**src/rtl/dot_scoreboard_if.sv**
```systemverilog
// Signal bundle between the dot bitmap owner / game-state FSM and the dot scoreboard.
interface dot_scoreboard_if #(
  parameter int NT      = 768,
  parameter int CNT_W   = $clog2(NT + 1),
  parameter int SCORE_W = 16
);
  logic [NT-1:0]      tilemap_dots;
  logic               start;
  logic               score_clear;
  logic [CNT_W-1:0]   dots_remaining;
  logic               dots_valid;
  logic [SCORE_W-1:0] score;
  logic               sweep_done;
  logic               level_clear;
  logic               busy;

  modport master (
    output tilemap_dots, start, score_clear,
    input  dots_remaining, dots_valid, score, sweep_done, level_clear, busy
  );

  modport slave (
    input  tilemap_dots, start, score_clear,
    output dots_remaining, dots_valid, score, sweep_done, level_clear, busy
  );
endinterface

```
**src/rtl/dot_scoreboard.sv**
```systemverilog
// Sweeps the shared dot bitmap chunk by chunk, tracks remaining dots, converts
// sweep-to-sweep decreases into saturating score and flags level clear.
module dot_scoreboard #(
  parameter int ROWS           = 24,
  parameter int COLS           = 32,
  parameter int SCAN_W         = 8,
  parameter int POINTS_PER_DOT = 10,
  parameter int SCORE_W        = 16
) (
  input  logic             clk,
  input  logic             reset,
  dot_scoreboard_if.slave  bus
);
  localparam int NT     = ROWS * COLS;
  localparam int NCHUNK = NT / SCAN_W;
  localparam int CNT_W  = $clog2(NT + 1);
  localparam int IDX_W  = (NCHUNK > 1) ? $clog2(NCHUNK) : 1;
  localparam int POP_W  = $clog2(SCAN_W + 1);
  localparam int SUM_W  = SCORE_W + CNT_W + 1;

  typedef enum logic [1:0] {
    ST_IDLE    = 2'd0,
    ST_INIT    = 2'd1,
    ST_RUN     = 2'd2,
    ST_CLEARED = 2'd3
  } state_t;

  state_t             state_r;
  state_t             state_next_s;
  logic [IDX_W-1:0]   idx_r;
  logic [CNT_W-1:0]   acc_r;
  logic [CNT_W-1:0]   dots_remaining_r;
  logic               dots_valid_r;
  logic [SCORE_W-1:0] score_r;
  logic               sweep_done_r;
  logic               level_clear_r;

  logic [SCAN_W-1:0]  chunk_s;
  logic [CNT_W-1:0]   total_s;
  logic               last_s;
  logic               scanning_s;
  logic               sweep_end_s;
  logic [SUM_W-1:0]   sum_s;
  logic [SCORE_W-1:0] score_sat_s;
  logic               score_add_s;
  logic               busy_s;

  function automatic logic [POP_W-1:0] popcount(input logic [SCAN_W-1:0] v);
    logic [POP_W-1:0] n;
    n = {POP_W{1'b0}};
    for (int i = 0; i < SCAN_W; i++) begin
      n = n + POP_W'(v[i]);
    end
    return n;
  endfunction

  // Chunk count, sweep-end detection and saturating score arithmetic
  always_comb begin
    chunk_s     = bus.tilemap_dots[int'(idx_r) * SCAN_W +: SCAN_W];
    total_s     = acc_r + CNT_W'(popcount(chunk_s));
    last_s      = (idx_r == IDX_W'(NCHUNK - 1));
    scanning_s  = (state_r == ST_INIT) || (state_r == ST_RUN);
    sweep_end_s = scanning_s && last_s && !bus.start;
    sum_s       = SUM_W'(score_r)
                + SUM_W'(dots_remaining_r - total_s) * SUM_W'(POINTS_PER_DOT);
    if (sum_s > SUM_W'({SCORE_W{1'b1}})) begin
      score_sat_s = {SCORE_W{1'b1}};
    end else begin
      score_sat_s = sum_s[SCORE_W-1:0];
    end
    // Only a genuine decrease during RUN scores; restored dots are ignored
    score_add_s = sweep_end_s && (state_r == ST_RUN) && (total_s < dots_remaining_r);
  end

  // State register
  always_ff @(posedge clk or negedge reset) begin
    if (!reset) begin
      state_r <= ST_IDLE;
    end else begin
      state_r <= state_next_s;
    end
  end

  // Next-state logic; start restarts counting from any state
  always_comb begin
    state_next_s = state_r;
    case (state_r)
      ST_IDLE: begin
        if (bus.start) state_next_s = ST_INIT;
        else           state_next_s = ST_IDLE;
      end
      ST_INIT, ST_RUN: begin
        if (bus.start)               state_next_s = ST_INIT;
        else if (!last_s)            state_next_s = state_r;
        else if (total_s == '0)      state_next_s = ST_CLEARED;
        else                         state_next_s = ST_RUN;
      end
      ST_CLEARED: begin
        if (bus.start) state_next_s = ST_INIT;
        else           state_next_s = ST_CLEARED;
      end
      default: state_next_s = ST_IDLE;
    endcase
  end

  // Output decode from state
  always_comb begin
    busy_s = 1'b0;
    case (state_r)
      ST_INIT, ST_RUN: busy_s = 1'b1;
      default:         busy_s = 1'b0;
    endcase
  end

  // Scan datapath, sweep results and score register
  always_ff @(posedge clk or negedge reset) begin
    if (!reset) begin
      idx_r            <= {IDX_W{1'b0}};
      acc_r            <= {CNT_W{1'b0}};
      dots_remaining_r <= {CNT_W{1'b0}};
      dots_valid_r     <= 1'b0;
      score_r          <= {SCORE_W{1'b0}};
      sweep_done_r     <= 1'b0;
      level_clear_r    <= 1'b0;
    end else begin
      sweep_done_r <= 1'b0;
      if (bus.score_clear) begin
        score_r <= {SCORE_W{1'b0}};
      end else if (score_add_s) begin
        score_r <= score_sat_s;
      end
      if (bus.start) begin
        idx_r         <= {IDX_W{1'b0}};
        acc_r         <= {CNT_W{1'b0}};
        level_clear_r <= 1'b0;
        dots_valid_r  <= 1'b0;
      end else if (scanning_s) begin
        if (last_s) begin
          idx_r            <= {IDX_W{1'b0}};
          acc_r            <= {CNT_W{1'b0}};
          dots_remaining_r <= total_s;
          dots_valid_r     <= 1'b1;
          sweep_done_r     <= 1'b1;
          if (total_s == {CNT_W{1'b0}}) level_clear_r <= 1'b1;
        end else begin
          idx_r <= idx_r + IDX_W'(1);
          acc_r <= total_s;
        end
      end
    end
  end

  assign bus.dots_remaining = dots_remaining_r;
  assign bus.dots_valid     = dots_valid_r;
  assign bus.score          = score_r;
  assign bus.sweep_done     = sweep_done_r;
  assign bus.level_clear    = level_clear_r;
  assign bus.busy           = busy_s;
endmodule

```
**src/flat_wrapper.sv**
```systemverilog
// flat-port wrapper written by rule: the top's interface ports become plain ports
module dot_scoreboard_flat 
#(
  parameter int ROWS           = 24,
  parameter int COLS           = 32,
  parameter int SCAN_W         = 8,
  parameter int POINTS_PER_DOT = 10,
  parameter int SCORE_W        = 16
)
  (clk, reset, bus_tilemap_dots, bus_start, bus_score_clear, bus_dots_remaining, bus_dots_valid, bus_score, bus_sweep_done, bus_level_clear, bus_busy);
  dot_scoreboard_if #(.NT(768), .SCORE_W(SCORE_W)) bus_i ();
  input  logic clk;
  input  logic reset;
  input wire logic [$bits(bus_i.tilemap_dots)-1:0] bus_tilemap_dots;
  input wire logic [$bits(bus_i.start)-1:0] bus_start;
  input wire logic [$bits(bus_i.score_clear)-1:0] bus_score_clear;
  output wire logic [$bits(bus_i.dots_remaining)-1:0] bus_dots_remaining;
  output wire logic [$bits(bus_i.dots_valid)-1:0] bus_dots_valid;
  output wire logic [$bits(bus_i.score)-1:0] bus_score;
  output wire logic [$bits(bus_i.sweep_done)-1:0] bus_sweep_done;
  output wire logic [$bits(bus_i.level_clear)-1:0] bus_level_clear;
  output wire logic [$bits(bus_i.busy)-1:0] bus_busy;
  assign bus_i.tilemap_dots = bus_tilemap_dots;
  assign bus_i.start = bus_start;
  assign bus_i.score_clear = bus_score_clear;
  assign bus_dots_remaining = bus_i.dots_remaining;
  assign bus_dots_valid = bus_i.dots_valid;
  assign bus_score = bus_i.score;
  assign bus_sweep_done = bus_i.sweep_done;
  assign bus_level_clear = bus_i.level_clear;
  assign bus_busy = bus_i.busy;
  dot_scoreboard #(.ROWS(ROWS), .COLS(COLS), .SCAN_W(SCAN_W), .POINTS_PER_DOT(POINTS_PER_DOT), .SCORE_W(SCORE_W)) u_core (.clk(clk), .reset(reset), .bus(bus_i));
endmodule
```
**config.mk**
```make
export PLATFORM = sky130hd
export DESIGN_NAME = dot_scoreboard_flat
export DESIGN_NICKNAME = d
export VERILOG_FILES = /design/src/rtl/dot_scoreboard_if.sv /design/src/rtl/dot_scoreboard.sv /design/src/flat_wrapper.sv
export SDC_FILE = /design/constraint.sdc
export NUM_CORES = 1
export LEC_CHECK = 0
export CORE_AREA = 4 4 307 309
export DETAILED_ROUTE_END_ITERATION = 16
export DIE_AREA = 0 0 311 313
export PLACE_DENSITY_LB_ADDON = 0.1
export SLEW_MARGIN = 5
export SYNTH_ARGS = -nofsm -noshare
export SYNTH_HDL_FRONTEND = slang
export SYNTH_SLANG_ARGS = --single-unit
```
**constraint.sdc**
```tcl
create_clock -name clk -period 24.1 [get_ports clk]
set_input_delay 4.82 -clock clk [delete_from_list [all_inputs] [get_ports clk]]
set_output_delay 4.82 -clock clk [all_outputs]
set_load 0.01 [all_outputs]
```
==> impl_metrics.json, run 1 <==
{
  "status": "finished, final reports clean",
  "yosys_warnings": 0,
  "critical_path_class": "input port to register",
  "min_period_ns": 15.78,
  "r2r_cells": 45,
  "vias": 12900,
  "via_per_inst": 4.19,
  "dp.final_hpwl_microns": 71600,
  "r2r-end": "u_core.bus.score[3]",
  "synth_area_leaders": "mux4_2, mux2i_1, dfrtp_1, ha_1, o21ai_0",
  "rows": 111,
  "grt_usage_pct": 16.2,
  "routedWlPerCell_microns": 27.0,
  "holdPathStages": 2,
  "critical_path.endpoint_type": "register",
  "cts_hold_buf": 0,
  "core_region_area_sq_um": 91400,
  "cp_max_fo": 12,
  "synth_cell_types": 73,
  "htree_num_levels": 2,
  "grt_pass1_wl_microns": 113000,
  "max_freq_mhz": 63.4,
  "regArea_sq_um": 1220,
  "cts_tree": "built",
  "critPathBufInv": 4,
  "synth_ff_type": "dfrtp_1",
  "synth_area_leader_cell": "mux4_2",
  "synth.ff_latch_count": 48,
  "numPortBuffers": 801,
  "synth_compound_area_share_pct": 22.9,
  "cp_common_cell": "ha_1",
  "antenna_found_initial": 53,
  "synth-async-reset-ratio_pct": 100,
  "grt_pass1_vias": 14000,
  "fin_crit_sh_pct": 65.5,
  "io_pins": 802,
  "die_h_microns": 313,
  "die_area_sq_um": 97300,
  "holdPathEnd": "u_core.acc_r[3]",
  "synth_xor_area_share_pct": 3.20,
  "r2r_setup_slack_ns": 10.85,
  "postLayoutCoreUtil_pct": 22.2,
  "first_pass_iters": 4,
  "synth_simple_gate_area_share_pct": 8.33,
  "antenna_left": 0,
  "synth_top_cell_area_share_pct": 25.8,
  "synth.avg_cell_area_sq_um": 9.62,
  "drv_cap": 0,
  "drive_gt1_share_pct": 12.8,
  "worst_slew_pin_slew_ns": 0.992,
  "insertion_delay_ns": 0.31,
  "start_util_pct": 11.9,
  "critPathArrivalTime_ns": 15.98,
  "postSynthCellCount": 1127,
  "slowest_delay_ns": 0.63,
  "cts_setup_buffers": 0,
  "ys_top_cells_by_count": "mux2i_1, mux4_2, o21ai_0",
  "grt-ovfl-total": 0,
  "synth_top_family_by_area": "multiplexers",
  "hp-start": "u_core.acc_r[3]",
  "cp.required_ns": 24.30,
  "synthMostInstantiatedCell": "mux2i_1",
  "fillers": 9908,
  "drt-total-wl_microns": 82900,
  "hold_violations": 0,
  "final.setup_skew_ns": 0.00667,
  "worstReg2RegStart": "u_core.idx_r[0]",
  "rsz0062_at_grt": "false",
  "clk_pin_slew_ns": 0.08,
  "clk_path_buf_depth": 2,
  "critical-path-top-delay-family": "compound AO/OA/AOI/OAI gates",
  "synth_edf_count": 0,
  "synth_fa_ha_area_share_pct": 7.71,
  "cp_num_cells": 44,
  "slowest_stage": "o31ai_1",
  "multi_input_area_sq_um": 9090,
  "synth_nets": 1961,
  "ys_seq_area_share_pct": 11.1,
  "drv_slew": 0,
  "setup_tns_ns": 0,
  "syn2layout_area_growth_pct": 87.0,
  "yosys-mux-area-fraction_pct": 41.6,
  "cts_resized": 0,
  "drtIter0Drc": 517,
  "cts_buffers": 5,
  "place_congestion": 0.854,
  "start_kind": "input port",
  "synth.cell_area_sq_um": 10800,
  "fp.dieW_microns": 311,
  "hold_class": "register to register",
  "grt_max_degree": 90,
  "relSlewSlack_pct": 33.7,
  "cts_root_buf": "clkbuf_16",
  "setup_viol": 0,
  "layout.nets": 2690,
  "drc": 0,
  "numClockSinks": 48
}
## final cells by class
cell class	instances	share of cell area, %
flip-flops and latches	48	6.00
inverters	28	0.543
clock inverters	2	0.0617
clock buffers	6	0.636
well taps	1186	7.32
multi-input cells	954	44.8
repair buffers	819	40.3
diodes	27	0.333
## how the worst max path moves through the flow
stage | startpoint | end
global route | bus_tilemap_dots[176] | u_core.bus.score[3]
detailed placement | bus_tilemap_dots[176] | u_core.bus.score[3]
floorplan | bus_tilemap_dots[633] | u_core.bus.score[3]
finish | bus_tilemap_dots[176] | u_core.bus.score[3]
global placement | bus_tilemap_dots[176] | u_core.bus.score[14]
CTS | bus_tilemap_dots[176] | u_core.bus.score[3]
## stage by stage
stage          hold slack, ns  std cells  worst slack (ns)  instance area, sq um
4_1_cts                 0.507       3043              8.25                 20200
3_3_place_gp            0.495       3035              8.02                 20100
6_report                0.509       3070              8.32                 20300
5_1_grt                 0.536       3062              7.51                 20200
2_1_floorplan           0.456       1127              9.78                 10800
3_5_place_dp            0.488       3035              7.94                 20100
## tightest hold or removal path, stage by stage, from the launching register on
cell and delay [ns]:
dfrtp_1 0.36, nand2_1 0.05, o21ai_0 0.07
## sequential cells by signal, indices dropped and copies added (netlist names)
name                       flops
u_core.bus.dots_valid          1
u_core.bus.level_clear         1
u_core.bus.score              16
u_core.idx_r                   7
u_core.acc_r                  10
u_core.bus.sweep_done          1
u_core.state_r                 2
u_core.bus.dots_remaining     10
## cell usage in the layout (no fill, tap or decap), types with 8 or more instances in the layout
| cell type | instances |
|---|---|
| a311oi_2 | 9 |
| diode_2 | 27 |
| nor3_1 | 10 |
| o21ai_0 | 110 |
| dfrtp_1 | 44 |
| o22ai_1 | 24 |
| nand2_1 | 80 |
| clkdlybuf4s50_1 | 800 |
| inv_1 | 25 |
| a22oi_1 | 14 |
| ha_1 | 54 |
| o21a_1 | 9 |
| buf_4 | 17 |
| o221ai_1 | 26 |
| a211oi_1 | 19 |
| mux2i_1 | 125 |
| a221oi_1 | 18 |
| a21oi_1 | 83 |
| fa_1 | 8 |
| xnor2_1 | 19 |
| xor2_1 | 18 |
| nand3_1 | 12 |
| nor2_1 | 50 |
| mux2_2 | 40 |
| a21o_1 | 10 |
| mux4_2 | 124 |
## per-layer routing
metal  vias to the layer above  track usage [%]  wire [microns]
met5                         -                0             184
met4                        30             4.40            1550
met3                        80             4.83            5490
met2                       455             30.0           44100
met1                      6298             18.1           31600
li1                       6005                -               -
## cells by family (layout without fill, tap and decap cells)
kind of cell               Yosys count  in the layout
muxes                              290            290
AOI/OAI and AO/OA                  370            370
xor gates and xnor gates            38             38
other                                0             27
and+or+nand+nor                    194            194
DFF                                 48             48
adders and majority gates           62             62
buffers and inverters              125            855
Power of run 1 is not shown: default switching activity piles up to over one toggle a cycle in this logic, so the estimate is an artifact.
==> run 2, diff against run 1 <==
--- a/config.mk
+++ b/config.mk
@@ -5,9 +5,9 @@
 export SDC_FILE = /design/constraint.sdc
 export NUM_CORES = 1
 export LEC_CHECK = 0
-export CORE_AREA = 4 4 307 309
+export CORE_AREA = 4 4 310 312
 export DETAILED_ROUTE_END_ITERATION = 16
-export DIE_AREA = 0 0 311 313
+export DIE_AREA = 0 0 314 316
 export PLACE_DENSITY_LB_ADDON = 0.1
 export SLEW_MARGIN = 5
 export SYNTH_ARGS = -nofsm -noshare
==> constraint.sdc (replaced) <==
create_clock -name clk -period 15.5 [get_ports clk]
set_input_delay 3.1 -clock clk [delete_from_list [all_inputs] [get_ports clk]]
set_output_delay 3.1 -clock clk [all_outputs]
set_load 0.01 [all_outputs]
==> impl_metrics.json, run 2 (same netlist as run 1, synthesis figures left out) <==
{
  "io_pins": 802,
  "grt_pass1_wl_microns": 114000,
  "layout_common_cells": "clkdlybuf4s50_1, mux2i_1, mux4_2, o21ai_0, a21oi_1",
  "grt_max_degree": 80,
  "setup_tns_ns": 0,
  "drtIter0Drc": 556,
  "min_period_ns": 14.09,
  "core_region_area_sq_um": 93000,
  "drc": 0,
  "cp.required_ns": 15.69,
  "setup_viol": 0,
  "start_kind": "input port",
  "drv_cap": 0,
  "critPathBufInv": 4,
  "syn2layout_area_growth_pct": 88.5,
  "largest_register_ffs": 16,
  "antenna_found_initial": 61,
  "via_per_inst": 4.13,
  "drv_slew": 0,
  "place_congestion": 0.881,
  "postLayoutCoreUtil_pct": 22.0,
  "final_common_cell": "clkdlybuf4s50_1",
  "hold_class": "register to register",
  "drive_gt1_share_pct": 13.0,
  "fillers": 10200,
  "critPathArrivalTime_ns": 14.28,
  "grt-ovfl-total": 0,
  "critical_path.endpoint_type": "register",
  "start_util_pct": 11.6,
  "die_area_sq_um": 99200,
  "cp_common_cell": "ha_1",
  "grt_usage_pct": 16.5,
  "fp.dieW_microns": 314,
  "final_cells": 3147,
  "slowest_delay_ns": 0.66,
  "layout.nets": 2695,
  "slowest_stage": "clkdlybuf4s50_1",
  "drt-total-wl_microns": 86000,
  "vias": 13000,
  "pre_cts_ws_ns": 1.01,
  "insertion_delay_ns": 0.32,
  "antenna_left": 0,
  "max_freq_mhz": 71.0,
  "clk_pin_slew_ns": 0.07,
  "die_h_microns": 316,
  "cts_hold_buf": 0,
  "critical_path_class": "input port to register",
  "worst_slew_pin_slew_ns": 1.02,
  "clk_path_buf_depth": 2,
  "hold_violations": 0,
  "htree_num_levels": 2,
  "cts_tree": "built",
  "status": "finished, final reports clean",
  "numPortBuffers": 801,
  "timing.final.ws_setup_ns": 1.41,
  "rows": 112,
  "cts_setup_buffers": 0,
  "fin_crit_sh_pct": 90.9,
  "grt_pass1_vias": 14300,
  "relSlewSlack_pct": 31.6,
  "rsz0062_at_grt": "false",
  "numClockSinks": 48,
  "dp.final_hpwl_microns": 75000,
  "critical-path-top-delay-family": "adder cells",
  "cp_max_fo": 12,
  "place_inst": 3108,
  "routedWlPerCell_microns": 27.3,
  "cts_resized": 0,
  "final.setup_skew_ns": 0.0147,
  "first_pass_iters": 5,
  "cts_buffers": 5,
  "cts_root_buf": "clkbuf_16"
}
==> run 2: per-layer routing <==
metal	GRT usage (%)	up-vias	share of wire, %
met2	30.2	487	53
met4	4.30	36	1.8
met3	5.45	106	7.3
met5	0	-	0.28
met1	18.2	6341	38
li1	-	6018	-
==> run 2: area by class of cell <==
type                    instances  area (sq um)  share of cell area (%)
clock inverters                 1          8.76                  0.0429
inverters                      28           110                   0.539
multi-input cells             954          9090                    44.5
clock buffers                   7           143                   0.698
flip-flops and latches         48          1220                    5.95
well taps                    1254          1570                    7.68
repair buffers                824          8220                    40.2
diodes                         31          77.6                   0.380
==> run 2: path summary, 6_finish.rpt <==
| path | from | to | slack [ns] | cells past startpoint |
|---|---|---|---|---|
| setup / recovery | bus_tilemap_dots[89] | u_core.bus.score[4] | 1.41 | 42 |
| hold / removal | u_core.acc_r[2] | u_core.acc_r[2] | 0.50 | 2 |
| setup reg to reg | u_core.idx_r[1] | u_core.bus.score[4] | 3.13 | 43 |
| hold reg to reg | u_core.acc_r[2] | u_core.acc_r[2] | 0.50 | 2 |
| max in group asynchronous | reset | u_core.idx_r[0] | 12.02 | 2 |
| min in group asynchronous | reset | u_core.bus.score[12] | 2.90 | 2 |
==> run 2: tightest hold or removal path, cell delays in order (launching register included) <==
cell,delay [ns]
dfrtp_1,0.36
nand2_1,0.05
o21ai_0,0.06
==> run 2: per-stage QoR <==
| stage | area, sq um | hold slack (ns) |
|---|---|---|
| 2_1_floorplan | 10800 | 0.456 |
| 3_3_place_gp | 20200 | 0.495 |
| 3_5_place_dp | 20200 | 0.494 |
| 4_1_cts | 20400 | 0.514 |
| 5_1_grt | 20400 | 0.534 |
| 6_report | 20400 | 0.503 |
Power of run 2 is left out for the same reason.
